File: config.mk
export PLATFORM = sky130hd
export DESIGN_NAME = mii_rx_frame_ctrl_flat
export DESIGN_NICKNAME = d
export VERILOG_FILES = /design/src/rtl/mii_pkg.sv /design/src/rtl/mii_rx_frame_ctrl_if.sv /design/src/rtl/mii_gap_timer.sv /design/src/rtl/mii_rx_frame_ctrl.sv /design/src/flat_wrapper.sv
export SDC_FILE = /design/constraint.sdc
export NUM_CORES = 1
export LEC_CHECK = 0
export ABC_CLOCK_PERIOD_IN_PS = 2600
export BUFFER_PORTS_ARGS = -buffer_cell sky130_fd_sc_hd__buf_2
export CAP_MARGIN = 5
export CORE_UTILIZATION = 35
export DETAILED_ROUTE_END_ITERATION = 6
export HOLD_SLACK_MARGIN = 0.05
export SLEW_MARGIN = 20
export SYNTH_ARGS = -nofsm -noshare
export SYNTH_HDL_FRONTEND = slang
export SYNTH_SLANG_ARGS = --single-unit
File: constraint.sdc
create_clock -name mii_clk -period 2.6 [get_ports mii_clk]
set_input_delay 0.39 -clock mii_clk [delete_from_list [all_inputs] [get_ports mii_clk]]
set_output_delay 0.39 -clock mii_clk [all_outputs]
set_load 0.01 [all_outputs]
File: src/rtl/mii_pkg.sv
// Shared constants and state encoding for the MII receive frame controller.
package mii_pkg;

    localparam logic [7:0] PREAMBLE_BYTE = 8'h55;
    localparam logic [7:0] SFD_BYTE      = 8'hD5;

    typedef enum logic [1:0] {
        IDLE,
        PREAMBLE,
        DATA,
        DROP
    } state_e;

endpackage

File: src/rtl/mii_rx_frame_ctrl_if.sv
// Byte-strobe input and framed-output bundle of the MII receive frame controller.
interface mii_rx_frame_ctrl_if #(
    parameter int LEN_W = 11
);
    logic             in_rdy;
    logic [7:0]       in_q;
    logic             out_valid;
    logic [7:0]       out_data;
    logic             out_sof;
    logic             out_eof;
    logic             out_err;
    logic             frame_done;
    logic [LEN_W-1:0] frame_len;
    logic [15:0]      frames_ok;
    logic [15:0]      frames_err;

    modport master (
        output in_rdy, in_q,
        input  out_valid, out_data, out_sof, out_eof, out_err,
        input  frame_done, frame_len, frames_ok, frames_err
    );

    modport slave (
        input  in_rdy, in_q,
        output out_valid, out_data, out_sof, out_eof, out_err,
        output frame_done, frame_len, frames_ok, frames_err
    );
endinterface

File: src/rtl/mii_gap_timer.sv
// Counts silent cycles since the last byte strobe; gap marks the GAP_CYCLES-th one.
module mii_gap_timer #(
    parameter int GAP_CYCLES = 4
) (
    input  logic mii_clk,
    input  logic reset,
    input  logic in_rdy,
    output logic gap
);
    localparam int CW = $clog2(GAP_CYCLES + 1);
    localparam logic [CW-1:0] GAP_MAX = CW'(GAP_CYCLES);

    logic [CW-1:0] gap_cnt_q, gap_cnt_d;

    always_comb begin
        gap_cnt_d = gap_cnt_q;
        if (in_rdy) begin
            gap_cnt_d = '0;
        end else if (gap_cnt_q != GAP_MAX) begin
            gap_cnt_d = gap_cnt_q + 1'b1;
        end
    end

    // Start saturated so the line looks already silent out of reset.
    always_ff @(posedge mii_clk or posedge reset) begin
        if (reset) begin
            gap_cnt_q <= GAP_MAX;
        end else begin
            gap_cnt_q <= gap_cnt_d;
        end
    end

    assign gap = !in_rdy && (gap_cnt_q == GAP_MAX - 1'b1);
endmodule

File: src/rtl/mii_rx_frame_ctrl.sv
// Strips preamble/SFD, delimits frames by silence and emits bytes with sof/eof/err
// framing plus length and good/bad frame counters.
module mii_rx_frame_ctrl
    import mii_pkg::*;
#(
    parameter int GAP_CYCLES   = 4,
    parameter int MIN_PREAMBLE = 2,
    parameter int MIN_LEN      = 64,
    parameter int MAX_LEN      = 1518,
    parameter int LEN_W        = 11
) (
    input  logic                mii_clk,
    input  logic                reset,
    mii_rx_frame_ctrl_if.slave  bus
);
    localparam logic [2:0]       MIN_PRE = 3'(MIN_PREAMBLE);
    localparam logic [LEN_W-1:0] MIN_L   = LEN_W'(MIN_LEN);
    localparam logic [LEN_W-1:0] MAX_L   = LEN_W'(MAX_LEN);

    logic gap;

    mii_gap_timer #(.GAP_CYCLES(GAP_CYCLES)) u_gap_timer (
        .mii_clk (mii_clk),
        .reset   (reset),
        .in_rdy  (bus.in_rdy),
        .gap     (gap)
    );

    state_e           state_q, state_d;
    logic [2:0]       pre_cnt_q, pre_cnt_d;
    logic [LEN_W-1:0] len_q, len_d;
    logic             have_byte_q, have_byte_d;
    logic             first_q, first_d;
    logic [7:0]       hold_q, hold_d;
    logic             out_valid_q, out_valid_d;
    logic [7:0]       out_data_q, out_data_d;
    logic             out_sof_q, out_sof_d;
    logic             out_eof_q, out_eof_d;
    logic             out_err_q, out_err_d;
    logic             frame_done_q, frame_done_d;
    logic [LEN_W-1:0] frame_len_q, frame_len_d;
    logic [15:0]      frames_ok_q, frames_ok_d;
    logic [15:0]      frames_err_q, frames_err_d;
    logic             len_err;

    assign len_err = (len_q < MIN_L) || (len_q > MAX_L);

    always_comb begin
        state_d      = state_q;
        pre_cnt_d    = pre_cnt_q;
        len_d        = len_q;
        have_byte_d  = have_byte_q;
        first_d      = first_q;
        hold_d       = hold_q;
        out_valid_d  = 1'b0;
        out_data_d   = out_data_q;
        out_sof_d    = 1'b0;
        out_eof_d    = 1'b0;
        out_err_d    = 1'b0;
        frame_done_d = 1'b0;
        frame_len_d  = frame_len_q;
        frames_ok_d  = frames_ok_q;
        frames_err_d = frames_err_q;

        case (state_q)
            IDLE: begin
                if (bus.in_rdy) begin
                    if (bus.in_q == PREAMBLE_BYTE) begin
                        state_d   = PREAMBLE;
                        pre_cnt_d = 3'd1;
                    end else begin
                        state_d = DROP;
                    end
                end
            end
            PREAMBLE: begin
                if (bus.in_rdy) begin
                    if (bus.in_q == PREAMBLE_BYTE) begin
                        if (pre_cnt_q != 3'd7) pre_cnt_d = pre_cnt_q + 3'd1;
                    end else if (bus.in_q == SFD_BYTE && pre_cnt_q >= MIN_PRE) begin
                        state_d     = DATA;
                        len_d       = '0;
                        have_byte_d = 1'b0;
                        first_d     = 1'b1;
                    end else begin
                        state_d = DROP;
                    end
                end else if (gap) begin
                    state_d = IDLE;
                end
            end
            DATA: begin
                // One byte is always held back so the final one can carry eof.
                if (bus.in_rdy) begin
                    if (have_byte_q) begin
                        out_valid_d = 1'b1;
                        out_data_d  = hold_q;
                        out_sof_d   = first_q;
                        first_d     = 1'b0;
                    end
                    hold_d      = bus.in_q;
                    have_byte_d = 1'b1;
                    if (len_q != '1) len_d = len_q + 1'b1;
                end else if (gap) begin
                    state_d = IDLE;
                    if (have_byte_q) begin
                        out_valid_d  = 1'b1;
                        out_data_d   = hold_q;
                        out_sof_d    = first_q;
                        out_eof_d    = 1'b1;
                        out_err_d    = len_err;
                        frame_done_d = 1'b1;
                        frame_len_d  = len_q;
                        if (len_err) frames_err_d = frames_err_q + 16'd1;
                        else         frames_ok_d  = frames_ok_q + 16'd1;
                    end
                end
            end
            DROP: begin
                if (gap) state_d = IDLE;
            end
            default: state_d = IDLE;
        endcase
    end

    always_ff @(posedge mii_clk or posedge reset) begin
        if (reset) begin
            state_q      <= IDLE;
            pre_cnt_q    <= '0;
            len_q        <= '0;
            have_byte_q  <= 1'b0;
            first_q      <= 1'b0;
            hold_q       <= '0;
            out_valid_q  <= 1'b0;
            out_data_q   <= '0;
            out_sof_q    <= 1'b0;
            out_eof_q    <= 1'b0;
            out_err_q    <= 1'b0;
            frame_done_q <= 1'b0;
            frame_len_q  <= '0;
            frames_ok_q  <= '0;
            frames_err_q <= '0;
        end else begin
            state_q      <= state_d;
            pre_cnt_q    <= pre_cnt_d;
            len_q        <= len_d;
            have_byte_q  <= have_byte_d;
            first_q      <= first_d;
            hold_q       <= hold_d;
            out_valid_q  <= out_valid_d;
            out_data_q   <= out_data_d;
            out_sof_q    <= out_sof_d;
            out_eof_q    <= out_eof_d;
            out_err_q    <= out_err_d;
            frame_done_q <= frame_done_d;
            frame_len_q  <= frame_len_d;
            frames_ok_q  <= frames_ok_d;
            frames_err_q <= frames_err_d;
        end
    end

    assign bus.out_valid  = out_valid_q;
    assign bus.out_data   = out_data_q;
    assign bus.out_sof    = out_sof_q;
    assign bus.out_eof    = out_eof_q;
    assign bus.out_err    = out_err_q;
    assign bus.frame_done = frame_done_q;
    assign bus.frame_len  = frame_len_q;
    assign bus.frames_ok  = frames_ok_q;
    assign bus.frames_err = frames_err_q;
endmodule

File: src/flat_wrapper.sv
// flat-port wrapper written by rule: the top's interface ports become plain ports
module mii_rx_frame_ctrl_flat import mii_pkg::*;
#(
    parameter int GAP_CYCLES   = 4,
    parameter int MIN_PREAMBLE = 2,
    parameter int MIN_LEN      = 64,
    parameter int MAX_LEN      = 1518,
    parameter int LEN_W        = 11
)
  (mii_clk, reset, bus_in_rdy, bus_in_q, bus_out_valid, bus_out_data, bus_out_sof, bus_out_eof, bus_out_err, bus_frame_done, bus_frame_len, bus_frames_ok, bus_frames_err);
  mii_rx_frame_ctrl_if #(.LEN_W(LEN_W)) bus_i ();
  input  logic mii_clk;
  input  logic reset;
  input wire logic [$bits(bus_i.in_rdy)-1:0] bus_in_rdy;
  input wire logic [$bits(bus_i.in_q)-1:0] bus_in_q;
  output wire logic [$bits(bus_i.out_valid)-1:0] bus_out_valid;
  output wire logic [$bits(bus_i.out_data)-1:0] bus_out_data;
  output wire logic [$bits(bus_i.out_sof)-1:0] bus_out_sof;
  output wire logic [$bits(bus_i.out_eof)-1:0] bus_out_eof;
  output wire logic [$bits(bus_i.out_err)-1:0] bus_out_err;
  output wire logic [$bits(bus_i.frame_done)-1:0] bus_frame_done;
  output wire logic [$bits(bus_i.frame_len)-1:0] bus_frame_len;
  output wire logic [$bits(bus_i.frames_ok)-1:0] bus_frames_ok;
  output wire logic [$bits(bus_i.frames_err)-1:0] bus_frames_err;
  assign bus_i.in_rdy = bus_in_rdy;
  assign bus_i.in_q = bus_in_q;
  assign bus_out_valid = bus_i.out_valid;
  assign bus_out_data = bus_i.out_data;
  assign bus_out_sof = bus_i.out_sof;
  assign bus_out_eof = bus_i.out_eof;
  assign bus_out_err = bus_i.out_err;
  assign bus_frame_done = bus_i.frame_done;
  assign bus_frame_len = bus_i.frame_len;
  assign bus_frames_ok = bus_i.frames_ok;
  assign bus_frames_err = bus_i.frames_err;
  mii_rx_frame_ctrl #(.GAP_CYCLES(GAP_CYCLES), .MIN_PREAMBLE(MIN_PREAMBLE), .MIN_LEN(MIN_LEN), .MAX_LEN(MAX_LEN), .LEN_W(LEN_W)) u_core (.mii_clk(mii_clk), .reset(reset), .bus(bus_i));
endmodule
Word level (Yosys, flattened, before mapping)

Index checks and enable logic that the tools add are counted.

Bits in registers: 84
Latch bits: 0
Bits in writable memories: 0
Bits in read-only memories: 0
Input port bits: 11
Output and inout bits: 56
Logic and storage cells: 115
Memories: 0

Add/subtract/negate cells: 5
Multiply operators: 0
Div/mod/pow operators: 0
Magnitude comparators: 3
Eq/ne operators: 21
Shifts and indexed selects: 0
Multiplexer cells: 50
Bitwise logic cells: 2
Reduce and logical (&&, ||, !) cells: 19

Operators with widths:

| cell                                                        | number |
|---|---|
| two-way mux 11 bit                                          | 5 |
| adder 16 x 1 -> 16 bit, second input constant               | 2 |
| two-way mux 1 bit                                           | 24 |
| two-way mux 8 bit                                           | 3 |
| one-hot mux 11 bit (2 select lines)                         | 1 |
| two-way mux 3 bit                                           | 7 |
| AND reduction 6 bit                                         | 3 |
| AND reduction 5 bit                                         | 3 |
| two-way mux 2 bit                                           | 6 |
| inequality test 2 x 1 -> 1 bit, second input constant       | 6 |
| adder 11 x 1 -> 11 bit, second input constant               | 1 |
| greater-than comparator 11 bit, second input constant       | 1 |
| less-than comparator 11 x 7 -> 1 bit, second input constant | 1 |
| inequality test 11 bit, second input constant               | 1 |
| inequality test 2 bit, second input constant                | 5 |
| inequality test 3 bit, second input constant                | 3 |
| equality test 8 x 7 -> 1 bit, second input constant         | 1 |
| equality test 8 bit, second input constant                  | 1 |
| one-hot mux 2 bit (4 select lines)                          | 1 |
| nonzero test 2 bit                                          | 4 |
| adder 3 x 1 -> 3 bit, second input constant                 | 2 |
| one-hot mux 3 bit (2 select lines)                          | 1 |
| equality test 2 bit, second input constant                  | 2 |
| one-hot mux 1 bit (2 select lines)                          | 2 |
| other kinds (11)                                            | 14 |

Depth between registers and ports, before layout

Word-level depth: 6
Gate-level depth with buffers: 9

Cells and area by module

Synthesis repeated with hierarchy kept, for this count alone.

Cells, all modules: 354
Area, all modules: 3983.8 um2

By module, submodules not included:

| module            | instances | cells each | area each (um2) |
|---|---|---|---|
| mii_rx_frame_ctrl | 1         | 335        | 3798.6 |
| mii_gap_timer     | 1         | 19         | 185.2 |

Worst setup path after synthesis

Ideal clock, no wire load.

Path kind: register to register
Start: reg u_core.state_q[0]
End: reg u_core.len_q[3]
Setup time: 0.083 ns
Arrival: 1.894 ns
Data required time: 2.517 ns
Slack: 0.624 ns
Stages on the path, launching flop included: 9
Path buffers: 2
Cells stage by stage: dfrtp_1 -> inv_1 -> ha_1 -> buf_2 -> nand2_1 -> or3b_1 -> clkbuf_1 -> or3_1 -> o21ai_0

Cells in the longest elaborated chain, start to end: 3
Elaborated cells between the ends (all ways): 10
Those cells by class: 7 x eq/ne; 1 x mux; 2 x reduce/logical

Ends and longest elaborated chain:

| element                                                             | RTL line                 | RTL |
|---|---|---|
| start: declaration                                                  | mii_rx_frame_ctrl.sv:29  | `state_e state_q, state_d;` |
| start signal: assignment                                            | mii_rx_frame_ctrl.sv:144 | `state_q <= state_d;` |
| equality test 2 bit or equality test 2 x 1 -> 1 bit (tied branches) | mii_rx_frame_ctrl.sv:65  | `case (state_q)` |
| inequality test 2 x 1 -> 1 bit (no line) (tied with other cells)    | n/a                      |  |
| AND reduction 6 bit (no line)                                       | n/a                      |  |
| end signal: assignment                                              | mii_rx_frame_ctrl.sv:146 | `len_q <= len_d;` |
| end: declaration                                                    | mii_rx_frame_ctrl.sv:31  | `logic [LEN_W-1:0] len_q, len_d;` |

Several ways; a longest one is shown, not always the timed one.
A chain may end at the register's enable or synchronous reset.

Worst setup path after layout

Start: reg u_core.len_q[0]
End: reg u_core.frames_ok_q[1], in the netlist u_core.bus.frames_ok[1]

Cells in the longest elaborated chain, start to end: 4
Elaborated cells between the ends (all ways): 5
Those cells by class: 2 x order compare; 1 x bitwise; 2 x reduce/logical

Ends and longest elaborated chain:

| element                                                                                | RTL line                 | RTL |
|---|---|---|
| less-than comparator 11 x 7 -> 1 bit or greater-than comparator 11 bit (tied branches) | mii_rx_frame_ctrl.sv:46  | `assign len_err = (len_q < MIN_L) \|\| (len_q > MAX_L);` |
| logical OR 1 bit (*)                                                                   | mii_rx_frame_ctrl.sv:46  |  |
| NOT 1 bit (no line) (*)                                                                | n/a                      |  |
| AND reduction 5 bit (no line) (*)                                                      | n/a                      |  |
| end signal: assignment                                                                 | mii_rx_frame_ctrl.sv:157 | `frames_ok_q <= frames_ok_d;` |
| end: declaration                                                                       | mii_rx_frame_ctrl.sv:42  | `logic [15:0] frames_ok_q, frames_ok_d;` |

Every way passes the cells marked *; elsewhere a longest branch is shown, timed or not.

==> metrics <==
status=completed; Final Max Tran Viols=0; WL/cell=13.8 µm; via count=3,045; largest net degree at the start of global routing=69; Initial DRT Pass Iterations=4; Resize count post-CTS=0; commonest non-fill, non-tap cell in the layout=dfrtp_1; worst skew pair latency=330 ps; commonest non-fill, non-tap cells in the layout=dfrtp_1, nand2_1, buf_2, xnor2_1, nand3_1; ant diodes=0; Post-CTS Setup Bufs=0; Cell Pwr Density=787 nW/µm²; io pins=67; met2 WL=3980 µm; Clock transition at path regs=60 ps; CP Launch Type=flop; fill count=1,055; fin nets=481; final hold viol count=0; cts bufs inserted=9; Unique masters post-synth=59; post-synthesis register bit count=84; die width=109 µm; Die Footprint=11,900 µm²; initial core utilization=0.364; Tot GR Track Use=0.152; kind of critical path=reg2reg; Metal-1 WL=3840 µm; Clock Skew=6.50 ps; syn_nets=412; area of the multi-input gates=1760 µm²; CTS tree=built; initial DRC count=201; crit-path max cell delay=410 ps; Max-Cap Viols=0; largest area contributor in the netlist=dfrtp_1; worst path required time=2820 ps; row cnt=38; port bufs=66; critical path capture point type=flop; gp weighted congestion=0.819; fmax=458 MHz; Syn-to-layout area delta=19.0%; CP delay by family, top=simple AND/OR/NAND/NOR gates; detailed-route DRC error count=0; final setup fails=0; Max H-tree Level=3; Max IR drop VDD=0.322 mV; Synth Flop Type=dfrtp_1; highest routing layer actually used=met4; initial antenna violation count=0; final period demand of the worst path=2180 ps; EDFF count, synth=0; synth top area cells=dfrtp_1, nand2_1, xnor2_1; Worst-Margin Slew=618 ps; Die Y=109 µm; syn avg cell area=10.4 µm²; placed instance count=583; clk buf depth=2; first-pass GRT wire length=14,000 µm; synthesized cell area=4020 µm²; layout cell share with drive strength beyond 1=0.237; top cell type's share of synthesized area=0.517; final wirelength=8290 µm; Util after Layout=0.433; FF/Latch Area=2100 µm²; Hold-fix buffers, CTS=1; vias per inst=5.08; clk sinks=84; vias in the first global route=2,921; worst setup margin=418 ps; RSZ-0062 raised after global routing=no; slew margin rel.=0.587; Tightest Hold Check Type=in2reg; CTS root buf=clkbuf_16; Setup TNS Final=0 ps; ANT nets after route=0; worst-path cell chain=inv_1 > ha_1 > and4b_1 > o211ai_2 > nand3_4 > nor2_1 > mux2_2; period utilization=0.839; Synth Warn #=0; sequential share of the synthesized area=0.524; Slowest cell on crit path=dfrtp_1; Layout Cells excl Fill=600; Async SR Flop Fraction=1.00; Pleak=2.39 nW; Cells after Synth=386; Final HPWL DP=5940 µm; sum of buffers and inverters on the critical path=1; core area=11,000 µm²; met3 routed WL=298 µm; pre-CTS setup slack=417 ps; Overflow after GRT=0; worst path arrival time=2400 ps; worst-path fanout max=16
synth_stat cells, types with 9 or more instances:
cell / number
o21ai_0: 19
nor2_1: 10
a21oi_1: 9
mux2_2: 9
ha_1: 15
nand2_1: 70
dfrtp_1: 83
nand4_1: 11
xnor2_1: 29
inv_1: 14
nand3_1: 26
power by group:
group	internal [W]	switching, W
combinational	0.000411	0.000532
sequential	0.00151	0.000141
clock	0.000666	0.000499
total	0.00259	0.00117
layer usage:
layer | vias to the layer above | GRT usage
met5 | - | 0
met4 | 0 | 0.0743
met3 | 12 | 0.0359
met2 | 66 | 0.245
met1 | 1478 | 0.191
li1 | 1489 | -
worst paths after layout:
path                                     startpoint                               to  slack [ps]  cells past startpoint
min in group asynchronous                     reset           u_core.bus.out_data[2]         550                      3
hold reg to reg            u_core.bus.frames_ok[15]         u_core.bus.frames_ok[15]         460                      1
max in group asynchronous                     reset  u_core.u_gap_timer.gap_cnt_q[2]        1380                      4
setup / recovery                    u_core.len_q[0]          u_core.bus.frames_ok[1]         420                      7
setup reg to reg                    u_core.len_q[0]          u_core.bus.frames_ok[1]         420                      7
hold / removal                          bus_in_q[5]                 u_core.hold_q[5]         300                      2
layout make-up:
type	count	area share
Inverter	16	0.0128
Clock inverter	5	0.00576
Tap cell	140	0.0367
Multi-Input combinational cell	269	0.367
Sequential cell	84	0.440
Timing Repair Buffer	75	0.0864
Clock buffer	11	0.0508
state kept, by name, indices dropped and copies added (netlist names):
signal	flops
u_core.len_q	11
u_core.bus.frame_len	11
u_core.bus.out_sof	1
u_core.pre_cnt_q	3
u_core.first_q	1
u_core.hold_q	8
u_core.bus.out_data	8
u_core.state_q	2
u_core.bus.frames_ok	16
u_core.bus.out_err	1
u_core.bus.frames_err	16
u_core.bus.out_valid	1
u_core.u_gap_timer.gap_cnt_q	3
u_core.bus.frame_done	1
u_core.have_byte_q	1
stage by stage:
step                hold WS (ps)  instance area [µm²]  power [W]
floorplan                    433                 4020    0.00231
global placement             357                 4500    0.00258
detailed placement           360                 4500    0.00262
CTS                          291                 4780    0.00380
global route                 286                 4780    0.00401
finish                       298                 4780    0.00376
kinds of logic (layout without fill, tap and decap cells):
logic type                 after synthesis  in the layout  synth area share
xor gates and xnor gates                31             31            0.0676
muxes                                   12             12            0.0330
adders and majority gates               15             15            0.0467
AOI/OAI and AO/OA                       56             56            0.0913
buffers and inverters                   33            107            0.0390
and+or+nand+nor                        155            155             0.199
DFF                                     84             84             0.524
Power figures use the tool's default switching activity.
